`config.mk`:
```
export PLATFORM = sky130hd
export DESIGN_NAME = fetch_stage
export DESIGN_NICKNAME = d
export VERILOG_FILES = /design/src/rtl/mips_pkg.sv /design/src/rtl/if_id_reg.sv /design/src/rtl/fetch_stage.sv
export SDC_FILE = /design/constraint.sdc
export NUM_CORES = 1
export LEC_CHECK = 0
export ABC_AREA = 0
export CAP_MARGIN = 40
export CORE_ASPECT_RATIO = 0.7
export CORE_MARGIN = 2
export CORE_UTILIZATION = 50
export DETAILED_ROUTE_END_ITERATION = 6
export PLACE_DENSITY = 0.83
export SYNTH_ARGS = -nofsm -noshare
export SYNTH_HDL_FRONTEND = slang
export SYNTH_SLANG_ARGS = --single-unit
```
`constraint.sdc`:
```
create_clock -name clk -period 11.13 [get_ports clk]
set_input_delay 1.113 -clock clk [delete_from_list [all_inputs] [get_ports clk]]
set_output_delay 1.113 -clock clk [all_outputs]
set_load 0.01 [all_outputs]
```
`src/rtl/mips_pkg.sv`:
```
// Shared definitions for the MIPS pipeline: the NOP encoding, the fetch-stage
// FSM states and the default reset PC.
package mips_pkg;

  // All-zero word (sll $0,$0,0) used as the pipeline bubble instruction.
  localparam logic [31:0] NOP = 32'h0000_0000;

  // Default program counter after reset.
  localparam logic [31:0] DEFAULT_RESET_PC = 32'h0000_0000;

  // FETCH: request outstanding for PCF.
  // DRAIN: request for an abandoned PC outstanding, redirect waiting.
  // HELD : word captured while fetch was stalled, no request outstanding.
  typedef enum logic [1:0] {
    FETCH = 2'd0,
    DRAIN = 2'd1,
    HELD  = 2'd2
  } fetch_state_t;

endpackage

```
`src/rtl/if_id_reg.sv`:
```
// IF/ID pipeline register: hold beats flush, flush beats load, and anything
// else leaves a bubble behind.
module if_id_reg
  import mips_pkg::*;
(
  input  logic        clk,
  input  logic        reset,
  input  logic        i_hold,
  input  logic        i_flush,
  input  logic        i_load,
  input  logic [31:0] i_instr,
  input  logic [31:0] i_pc_plus4,
  output logic [31:0] o_cmd,
  output logic [31:0] o_pc_plus4,
  output logic        o_valid
);

  logic [31:0] r_cmd;
  logic [31:0] r_pc_plus4;
  logic        r_valid;

  // Register update in priority order: reset, hold, flush, load, bubble.
  always_ff @(posedge clk or posedge reset) begin
    if (reset) begin
      r_cmd      <= NOP;
      r_pc_plus4 <= 32'h0;
      r_valid    <= 1'b0;
    end else if (i_hold) begin
      r_cmd      <= r_cmd;
      r_pc_plus4 <= r_pc_plus4;
      r_valid    <= r_valid;
    end else if (i_load && !i_flush) begin
      r_cmd      <= i_instr;
      r_pc_plus4 <= i_pc_plus4;
      r_valid    <= 1'b1;
    end else begin
      r_cmd      <= NOP;
      r_pc_plus4 <= 32'h0;
      r_valid    <= 1'b0;
    end
  end

  assign o_cmd      = r_cmd;
  assign o_pc_plus4 = r_pc_plus4;
  assign o_valid    = r_valid;

endmodule

```
`src/rtl/fetch_stage.sv`:
```
// Instruction-fetch stage: owns PCF, drives the request/ready instruction
// memory port, absorbs memory latency, stalls and redirects, and feeds the
// IF/ID register.
module fetch_stage
  import mips_pkg::*;
#(
  parameter logic [31:0] RESET_PC = DEFAULT_RESET_PC
) (
  input  logic        clk,
  input  logic        reset,
  input  logic        StallF,
  input  logic        StallD,
  input  logic        PCSrcD,
  input  logic [31:0] PCBranchD,
  output logic        IMemReq,
  output logic [31:0] IMemAddr,
  input  logic        IMemReady,
  input  logic [31:0] IMemData,
  output logic [31:0] cmd,
  output logic [31:0] PCPlusFourD,
  output logic        ValidD
);

  fetch_state_t r_state;
  fetch_state_t w_state_next;
  logic [31:0]  r_pc;
  logic [31:0]  w_pc_next;
  logic [31:0]  r_hold;
  logic [31:0]  w_hold_next;
  logic [31:0]  r_redir_pc;
  logic [31:0]  w_redir_pc_next;
  logic [31:0]  w_pc_plus4;
  logic [31:0]  w_deliver_word;
  logic         w_deliver;
  logic         w_accept;
  logic         w_redir;

  // The request depends only on state; reset forces it low so that no beat
  // is started while the pipeline is being cleared.
  assign IMemReq    = ~reset & (r_state != HELD);
  assign IMemAddr   = r_pc;
  assign w_accept   = IMemReq & IMemReady;
  assign w_redir    = PCSrcD & ~StallD;
  assign w_pc_plus4 = r_pc + 32'd4;

  // State, PC and side registers.
  always_ff @(posedge clk or posedge reset) begin
    if (reset) begin
      r_state    <= FETCH;
      r_pc       <= RESET_PC;
      r_hold     <= NOP;
      r_redir_pc <= 32'h0;
    end else begin
      r_state    <= w_state_next;
      r_pc       <= w_pc_next;
      r_hold     <= w_hold_next;
      r_redir_pc <= w_redir_pc_next;
    end
  end

  // Next-state, next-PC and delivery decision.
  always_comb begin
    w_state_next    = r_state;
    w_pc_next       = r_pc;
    w_hold_next     = r_hold;
    w_redir_pc_next = r_redir_pc;
    w_deliver       = 1'b0;
    w_deliver_word  = IMemData;
    case (r_state)
      FETCH: begin
        if (w_accept) begin
          if (w_redir) begin
            w_pc_next = PCBranchD;          // wrong-path word dropped
          end else if (StallF) begin
            w_hold_next  = IMemData;        // park it until decode frees up
            w_state_next = HELD;
          end else begin
            w_deliver = 1'b1;
            w_pc_next = w_pc_plus4;
          end
        end else if (w_redir) begin
          // The beat cannot be retracted, so remember where to go next.
          w_redir_pc_next = PCBranchD;
          w_state_next    = DRAIN;
        end
      end
      DRAIN: begin
        if (w_redir) begin
          w_redir_pc_next = PCBranchD;      // latest redirect wins
        end
        if (w_accept) begin
          w_pc_next    = w_redir ? PCBranchD : r_redir_pc;
          w_state_next = FETCH;
        end
      end
      HELD: begin
        w_deliver_word = r_hold;
        if (w_redir) begin
          w_pc_next    = PCBranchD;
          w_state_next = FETCH;
        end else if (!StallF) begin
          w_deliver    = 1'b1;
          w_pc_next    = w_pc_plus4;
          w_state_next = FETCH;
        end
      end
      default: begin
        w_state_next = FETCH;
      end
    endcase
  end

  if_id_reg u_if_id_reg (
    .clk        (clk),
    .reset      (reset),
    .i_hold     (StallD),
    .i_flush    (w_redir),
    .i_load     (w_deliver),
    .i_instr    (w_deliver_word),
    .i_pc_plus4 (w_pc_plus4),
    .o_cmd      (cmd),
    .o_pc_plus4 (PCPlusFourD),
    .o_valid    (ValidD)
  );

endmodule

```
### Yosys cells after proc, flatten, opt, wreduce, memory -nomap -nowiden

Cells that the tools add are included.

| cells by class | value |
|---|---|
| eq/ne operators | 10 |
| muxes and demuxes | 24 |
| add/subtract/negate cells | 1 |
| reduce and logical (&&, ||, !) cells | 9 |
| bitwise gates (word level) | 6 |

Operators with widths:

| cell | count |
|---|---|
| 32-bit two-way mux | 9 |
| 32-bit one-hot mux with 3 select lines | 1 |
| 32-bit one-hot mux with 2 select lines | 1 |
| 32-bit by 3-bit adder with 32-bit output, second input constant | 1 |
| 2-bit two-way mux | 7 |
| 3-bit by 2-bit != test with 1-bit output, second input constant | 3 |
| 2-bit != test, second input constant | 4 |
| 2-bit one-hot mux with 3 select lines | 1 |
| 5-bit AND reduction | 1 |
| 1-bit two-way mux | 4 |
| 4-bit AND reduction | 1 |
| 1-bit bitwise AND | 3 |
| 3-bit != test, second input constant | 1 |
| 1-bit inverter | 3 |
| 3-bit AND reduction | 1 |
| 3-bit nonzero test | 1 |
| 2-bit by 1-bit == test with 1-bit output, second input constant | 1 |
| 2-bit == test, second input constant | 1 |
| 2-bit logical NOT | 1 |
| 1-bit one-hot mux with 2 select lines | 1 |
| 2-bit AND reduction | 1 |
| 2-bit nonzero test | 1 |
| 1-bit logical AND | 1 |
| 1-bit logical NOT | 1 |

| storage, ports and cells | value |
|---|---|
| logic and storage cells | 57 |
| bits in registers | 163 |

### Depth between registers and ports, before layout

Gate-level depths: netlist (run 1).

| depth | value |
|---|---|
| depth in word-level cells | 7 |
| gate-level depth with buffers | 8 |
| gate-level depth less buffers | 6 |

### Hierarchy

A second synthesis (run 1) with hierarchy kept.

| second synthesis, totals | value |
|---|---|
| cells, all modules | 828 |
| area, all modules | 8678.3 µm² |

By module, submodules not included:

| module | instances | area each (µm²) | cells an instance | sequential area each (µm²) |
|---|---|---|---|---|
| fetch_stage | 1 | 5880.6 | 546 | 2452.4 |
| if_id_reg | 1 | 2797.7 | 282 | 1626.6 |

### Worst setup path after synthesis (run 1)

Ideal clock, no wire load.

| path | value |
|---|---|
| path type | input to register |
| start | input reset |
| end | register r_pc[25] (netlist: IMemAddr[25]) |
| buffers on the path | 1 |
| data required time | 11.009 ns |
| slack | 5.015 ns |
| library setup time | 0.121 ns |
| cell stages on the path | 6 |
| arrival | 5.994 ns |
| cell sequence | inv_1 > a21oi_1 > a221o_1 > buf_2 > a21o_1 > a22o_1 |

| on the way | value |
|---|---|
| longest elaborated chain between the ends | 5 |
| elaborated cells between the ends (all ways) | 6 |

Ends and longest elaborated chain:

| item | line | source |
|---|---|---|
| from (decl) | fetch_stage.sv:10 | `input logic reset,` |
| 1-bit inverter (*) | fetch_stage.sv:40 | `assign IMemReq = ~reset & (r_state != HELD);` |
| 1-bit bitwise AND (*) | fetch_stage.sv:40 |  |
| 1-bit bitwise AND (*) | fetch_stage.sv:42 | `assign w_accept = IMemReq & IMemReady;` |
| 2-bit != test (no source line) | - |  |
| 3-bit AND reduction (no source line) (*) | - |  |
| to (signal assigned) | fetch_stage.sv:55 | `r_pc <= w_pc_next;` |
| to (decl) | fetch_stage.sv:26 | `logic [31:0] r_pc;` |

Every way passes the cells marked *; elsewhere a longest branch is shown, timed or not.
A chain may end at the register's enable or synchronous reset.

### Final worst setup path (run 1)

| path | value |
|---|---|
| start | input reset |
| end | output IMemReq |

| on the way | value |
|---|---|
| longest elaborated chain between the ends | 2 |

Ends and longest elaborated chain:

| item | line | source |
|---|---|---|
| 1-bit inverter | fetch_stage.sv:40 |  |
| 1-bit bitwise AND | fetch_stage.sv:40 |  |
| to (decl) | fetch_stage.sv:15 | `output logic IMemReq,` |

No other way between the ends.

==> results of run 1 <==
-- area by class of cell --
| type | count | share of cell area, % |
|---|---|---|
| Clock inverter | 13 | 1.500 |
| Inverter | 7 | 0.3099 |
| Sequential cell | 163 | 40.41 |
| Timing Repair Buffer | 179 | 18.12 |
| Clock buffer | 17 | 4.215 |
| Tap cell | 195 | 2.417 |
| Multi-Input combinational cell | 487 | 33.02 |
-- routing by layer --
metal | part of all wire [%] | global-route usage (%)
met2 | 45 | 36.62
met4 | 1.4 | 7.540
met5 | 0 | 0
met1 | 46 | 36.18
met3 | 7.2 | 5.127
-- layout by cell type (no fill, tap or decap), types with 5 or more instances in the layout --
master / instances
a21oi_1: 24
a222oi_1: 5
a22o_1: 12
a22oi_1: 11
buf_4: 8
clkbuf_16: 17
clkdlybuf4s50_1: 166
dfrtp_1: 163
inv_1: 6
inv_6: 5
mux2_2: 64
mux2i_1: 33
nand2_1: 84
nand3_1: 11
nand4_1: 10
nor2_1: 34
nor3_1: 8
nor4_1: 6
o21ai_0: 95
o22ai_1: 6
o2bb2ai_1: 5
o31a_1: 7
xnor2_1: 21
xor2_1: 7
-- cell families (layout without fill, tap and decap cells) --
group | Yosys count | count (layout)
AO/OA/AOI/OAI | 181 | 181
XOR/XNOR | 28 | 28
adder cells (fa/ha/maj) | 1 | 1
buffers and inverters | 54 | 216
flip-flops | 163 | 163
multiplexers | 97 | 97
AND/OR/NAND/NOR | 180 | 180
-- final timing paths --
path                                                  start                           endpoint  slack (ns)  cells past startpoint
max                                                   reset                            IMemReq        7.73                      3
min                        u_if_id_reg.o_cmd[0]$_DFFE_PP0N_   u_if_id_reg.o_cmd[0]$_DFFE_PP0N_        0.48                      2
max reg2reg                         IMemAddr[2]$_DFFE_PP0P_           IMemAddr[30]$_DFFE_PP0P_        8.70                      6
min reg2reg                u_if_id_reg.o_cmd[0]$_DFFE_PP0N_   u_if_id_reg.o_cmd[0]$_DFFE_PP0N_        0.48                      2
max in group asynchronous                             reset              r_hold[6]$_DFFE_PP0P_        9.12                      3
min in group asynchronous                             reset  u_if_id_reg.o_cmd[31]$_DFFE_PP0N_        0.99                      2
-- where the power goes --
part	total [mW]	internal, mW	leakage, nW	switching (mW)
clock network	0.580	0.333	0.275	0.248
logic	0.429	0.238	1.74	0.190
registers	0.833	0.702	2.09	0.131
-- metrics by stage --
step | area [um^2] | cells | worst slack (ns)
global route | 10090 | 1061 | 7.660
CTS | 10090 | 1061 | 7.734
global placement | 9414 | 1027 | 7.016
detailed placement | 9517 | 1031 | 7.441
finish | 10090 | 1061 | 7.734
floorplan | 7615 | 704 | 5.015
-- Yosys cell counts, types with 3 or more instances --
| library cell | count | area (um^2) |
|---|---|---|
| and3_1 | 3 | 18.77 |
| nor2b_1 | 4 | 25.02 |
| nor4_1 | 6 | 37.54 |
| nand2b_1 | 3 | 18.77 |
| a22o_1 | 12 | 105.1 |
| o21ai_1 | 3 | 15.01 |
| nor3_1 | 8 | 40.04 |
| a22oi_1 | 11 | 82.58 |
| mux2i_1 | 33 | 330.3 |
| a21o_1 | 3 | 22.52 |
| inv_1 | 7 | 26.28 |
| a21oi_1 | 24 | 120.1 |
| nor2_1 | 34 | 127.6 |
| a221oi_1 | 3 | 26.28 |
| nand2_1 | 85 | 319.1 |
| buf_2 | 20 | 100.1 |
| dfrtp_1 | 163 | 4079 |
| a211oi_1 | 3 | 22.52 |
| o22ai_1 | 6 | 37.54 |
| o31a_1 | 7 | 61.31 |
| xor2_1 | 7 | 61.31 |
| a222oi_1 | 5 | 50.05 |
| o2bb2ai_1 | 5 | 43.79 |
| xnor2_1 | 21 | 183.9 |
| clkbuf_1 | 25 | 93.84 |
| mux2_2 | 64 | 720.7 |
| nand3_1 | 12 | 60.06 |
| nand4_1 | 10 | 62.56 |
| o21ai_0 | 95 | 475.5 |
-- state kept, by name (all words and copies together), names as in the netlist --
| signal | flops |
|---|---|
| IMemAddr | 32 |
| r_hold | 32 |
| r_redir_pc | 32 |
| u_if_id_reg.o_cmd | 32 |
| u_if_id_reg.o_pc_plus4 | 32 |
| r_state | 2 |
| u_if_id_reg.o_valid | 1 |
-- critical path, delay by kind of cell --
| kind | cells | cell delay [ns] |
|---|---|---|
| buffers and inverters | 2 | 1.03 |
| and+or+nand+nor | 1 | 0.14 |
==> results.yml, run 1 <==
placed_design:
  port_buffers: 167
  place.gp.congestion: 0.8128
  place_hpwl_mm: 12.98
grt:
  grtUsageTotal_pct: 24.53
  antenna_found_initial: 0
  grt_max_degree: 95
  grt_pass1_wl_mm: 31.31
  grt_pass1_vias: 5987
  grt_remaining_overflow: 0
setup_path:
  cp_slowest_cell: "clkdlybuf4s50_1"
  crit_path_cell_trace: "clkdlybuf4s50_1 > nor2_1 > clkdlybuf4s50_1"
  crit_type: "in -> out"
  max_stage_delay_ns: 0.54
  crit_path_frequent_cell: "clkdlybuf4s50_1"
  critPathMaxFanout: 2
  crit_arrival_ns: 2.28
  worstPathRequired_ns: 10.02
  end_kind: "output port"
  cp-start-kind: "input pin"
timing:
  rsz0062_at_grt: "false"
  tightest_slew_ns: 0.8464
  hold_viol: 0
  finClkSkew_ns: 0.01391
  maxSlewHeadroom_pct: 43.58
  max_freq_mhz: 294.4
  drv_slew: 0
  period_needed_ns: 3.396
  worst_hold_slack_ns: 0.4811
  min_period_over_period_pct: 30.51
  tns_ns: 0
  finalSetupViolCount: 0
floorplanning:
  initial_core_util_pct: 51.40
  core_area_mm2: 0.01481
  die_y_um: 107.3
  die-area_mm2: 0.01625
  die_w_um: 151.5
  ioPinCount: 168
  rows: 37
yosys:
  syn_inst: 704
  synth_seq_cells: 163
  synth_mux_area_share_pct: 13.80
  synth_xor_area_share_pct: 3.221
  yosys_warnings: 0
  synth_top_family_by_area: "compound AO/OA/AOI/OAI gates"
  synth_compound_area_share_pct: 14.39
  synth_seq_area_share_pct: 53.57
  synth-edff-count: 0
  synth_top_flop_cell: "dfrtp_1"
  ys_async_sr_fraction_pct: 100.0
  syn_nets: 775
  synthAdderAreaFrac_pct: 0.1643
  avgSynthCellArea_um2: 10.82
  ys_types: 45
  synthSimpleGateAreaFrac_pct: 11.81
  syn-cell-area_mm2: 0.007615
pwr:
  leakage_nw: 4.097
  total_power_mw: 1.842
  peakVddDrop_v: 0.0001125
  powerDensity_mw_per_mm2: 182.5
route:
  drt_iter0_drc: 507
  drtAntennaViolNets: 0
  dr.pass1.iters: 5
  routedWlPerCell_um: 18.34
  routed_via_density: 5.798
  route.detailed.drc: 0
  via_count: 6152
  wl_mm: 19.46
clock_tree:
  tritoncts: "yes"
  ctsHoldBuffers: 0
  cts_buffer_depth: 2
  cts-htree-levels: 4
  ctsResizeCount: 0
  clock-sinks: 163
  cts-root-buf: "clkbuf_16"
  insertion_delay_ns: 0.41
  postCtsSetupBuffers: 0
  cts.reportedPaths.clkPinSlew_ns: 0.06
  cts_buffers: 17
cells_and_area:
  area_delta_synth_final_pct: 32.55
  nets: 926
  n_antenna_cell: 0
  post-route-util_pct: 68.13
  drive_gt1_share_pct: 14.20
  register_area_mm2: 0.004079
  fill_cells: 1156
  multi_input_area_mm2: 0.003333
status:
  status: "finished, final reports clean"
job:
  maxCapViolations: 0
hold_path:
  hp-class: "reg -> reg"
Note: power is estimated with default switching activity, not from simulation.
==> run 2, diff against run 1 <==
- clock period: 11.13 -> 3.4 ns (I/O delays scaled with it)
==> run 2 against run 1 <==
Compared with the run above: sequential share of layout area shrank 0.42 points; largest cell class unchanged; via count grew 3.7%; clock skew shrank 0.0049 ns; non-clock buffer count grew 1; final cell count grew 0.28%; critical path type is now reg -> reg.
==> results.yml, run 2 (same netlist as run 1, synthesis figures left out) <==
setup_path:
  end_kind: "register"
  critPathMaxFanout: 9
  crit_arrival_ns: 2.70
  startpoint: "IMemAddr[2]$_DFFE_PP0P_"
  worstReg2RegStart: "IMemAddr[2]$_DFFE_PP0P_"
  worstPathRequired_ns: 3.71
  cp-start-kind: "register"
  crit_type: "reg -> reg"
placed_design:
  place.gp.congestion: 0.9469
  place_hpwl_mm: 14.31
  placed_area_mm2: 0.009605
  pre_cts_ws_ns: 1.036
  port_buffers: 167
cells_and_area:
  fill_cells: 1094
  layout_common_cells: "clkdlybuf4s50_1, dfrtp_1, nand2_1"
  n_antenna_cell: 0
  area_delta_synth_final_pct: 33.95
  drive_gt1_share_pct: 14.50
  nets: 927
  final_common_cell: "clkdlybuf4s50_1"
  final_area_mm2: 0.01020
  post-route-util_pct: 68.85
status:
  status: "finished, final reports clean"
timing:
  maxSlewHeadroom_pct: 49.53
  finClkSkew_ns: 0.008981
  period_needed_ns: 2.384
  finalWorstSetupSlack_ns: 1.016
  min_period_over_period_pct: 70.12
  tightest_slew_ns: 0.7570
  drv_slew: 0
  finalSetupViolCount: 0
  rsz0062_at_grt: "false"
  max_freq_mhz: 419.5
  hold_viol: 0
pwr:
  peakVddDrop_v: 0.0003535
  leakage_nw: 4.246
  powerDensity_mw_per_mm2: 611.3
floorplanning:
  die_w_um: 151.5
  initial_core_util_pct: 51.40
  rows: 37
  die_y_um: 107.3
  core_area_mm2: 0.01481
  die-area_mm2: 0.01625
  ioPinCount: 168
clock_tree:
  ctsHoldBuffers: 0
  cts.reportedPaths.clkPinSlew_ns: 0.07
  cts-root-buf: "clkbuf_16"
  cts_buffer_depth: 2
  ctsResizeCount: 0
  tritoncts: "yes"
  cts-htree-levels: 4
  clock-sinks: 163
  cts_buffers: 17
  insertion_delay_ns: 0.43
  postCtsSetupBuffers: 0
route:
  drtAntennaViolNets: 0
  dr.pass1.iters: 6
  wl_mm: 21.62
  routed_via_density: 5.995
  route.detailed.drc: 0
  drt_iter0_drc: 760
  via_count: 6379
  routedWlPerCell_um: 20.32
hold_path:
  min-delay-start: "StallD"
  hp-class: "in -> reg"
job:
  maxCapViolations: 0
grt:
  antenna_found_initial: 0
  grt_max_degree: 143
  grt_remaining_overflow: 0
  grt_pass1_wl_mm: 33.35
  grt_pass1_vias: 6037
  grtUsageTotal_pct: 26.74
-- run 2: changes by cell type in the layout (fill, tap and decap cells not counted), sizes merged --
cell and change:
buf +1, bufinv -1, inv +1, clkinvlp +1, clkinv +1
-- run 2: where the power goes --
part | total [mW] | internal (mW) | switching, mW
clock | 1.93 | 1.05 | 0.879
combinational | 1.57 | 0.852 | 0.721
sequential | 2.74 | 2.30 | 0.438
total | 6.23 | 4.20 | 2.04
-- run 2: worst paths after layout --
kind	slack, ns	end	cells past startpoint
hold reg to reg	0.49	u_if_id_reg.o_cmd[7]$_DFFE_PP0N_	2
hold / removal	0.33	u_if_id_reg.o_pc_plus4[24]$_DFFE_PP0N_	3
min in group asynchronous	0.48	IMemAddr[1]$_DFFE_PP0P_	3
setup / recovery	1.02	IMemAddr[30]$_DFFE_PP0P_	6
setup reg to reg	1.02	IMemAddr[30]$_DFFE_PP0P_	6
max in group asynchronous	2.22	u_if_id_reg.o_pc_plus4[21]$_DFFE_PP0N_	3
-- run 2: layer usage --
layer / track usage (%) / wire length, um / part of all wire (%)
met5: 0 / 0 / 0
met3: 7.839 / 2052 / 9.5
met4: 7.606 / 526 / 2.4
met2: 39.08 / 9535 / 44
met1: 38.97 / 9501 / 44
-- run 2: stage by stage --
stage          setup TNS (ns)  hold slack [ns]  cells  total power [mW]
6_report                    0           0.3265   1064             6.235
5_1_grt                     0           0.3389   1064             6.473
4_1_cts                     0           0.3194   1064             6.211
3_5_place_dp                0           0.4790   1032             4.275
3_3_place_gp                0           0.4644   1032             4.234
2_1_floorplan          -67.34           0.4727    704             3.554
-- run 2: worst max-delay path: stages, from the launching register on --
cell and delay, ns:
dfrtp_1 0.55, ha_1 0.25, nand3_1 0.34, nor3_4 0.41, nand4_1 0.26, a21o_1 0.24, a22o_1 0.22
-- run 2: cell type report --
class | count | area, um^2 | share of cell area [%]
Inverter | 7 | 30.03 | 0.2944
Multi-Input combinational cell | 487 | 3451 | 33.83
Sequential cell | 163 | 4079 | 39.99
Tap cell | 195 | 244.0 | 2.392
Clock inverter | 15 | 168.9 | 1.656
Clock buffer | 17 | 425.4 | 4.171
Timing Repair Buffer | 180 | 1802 | 17.66
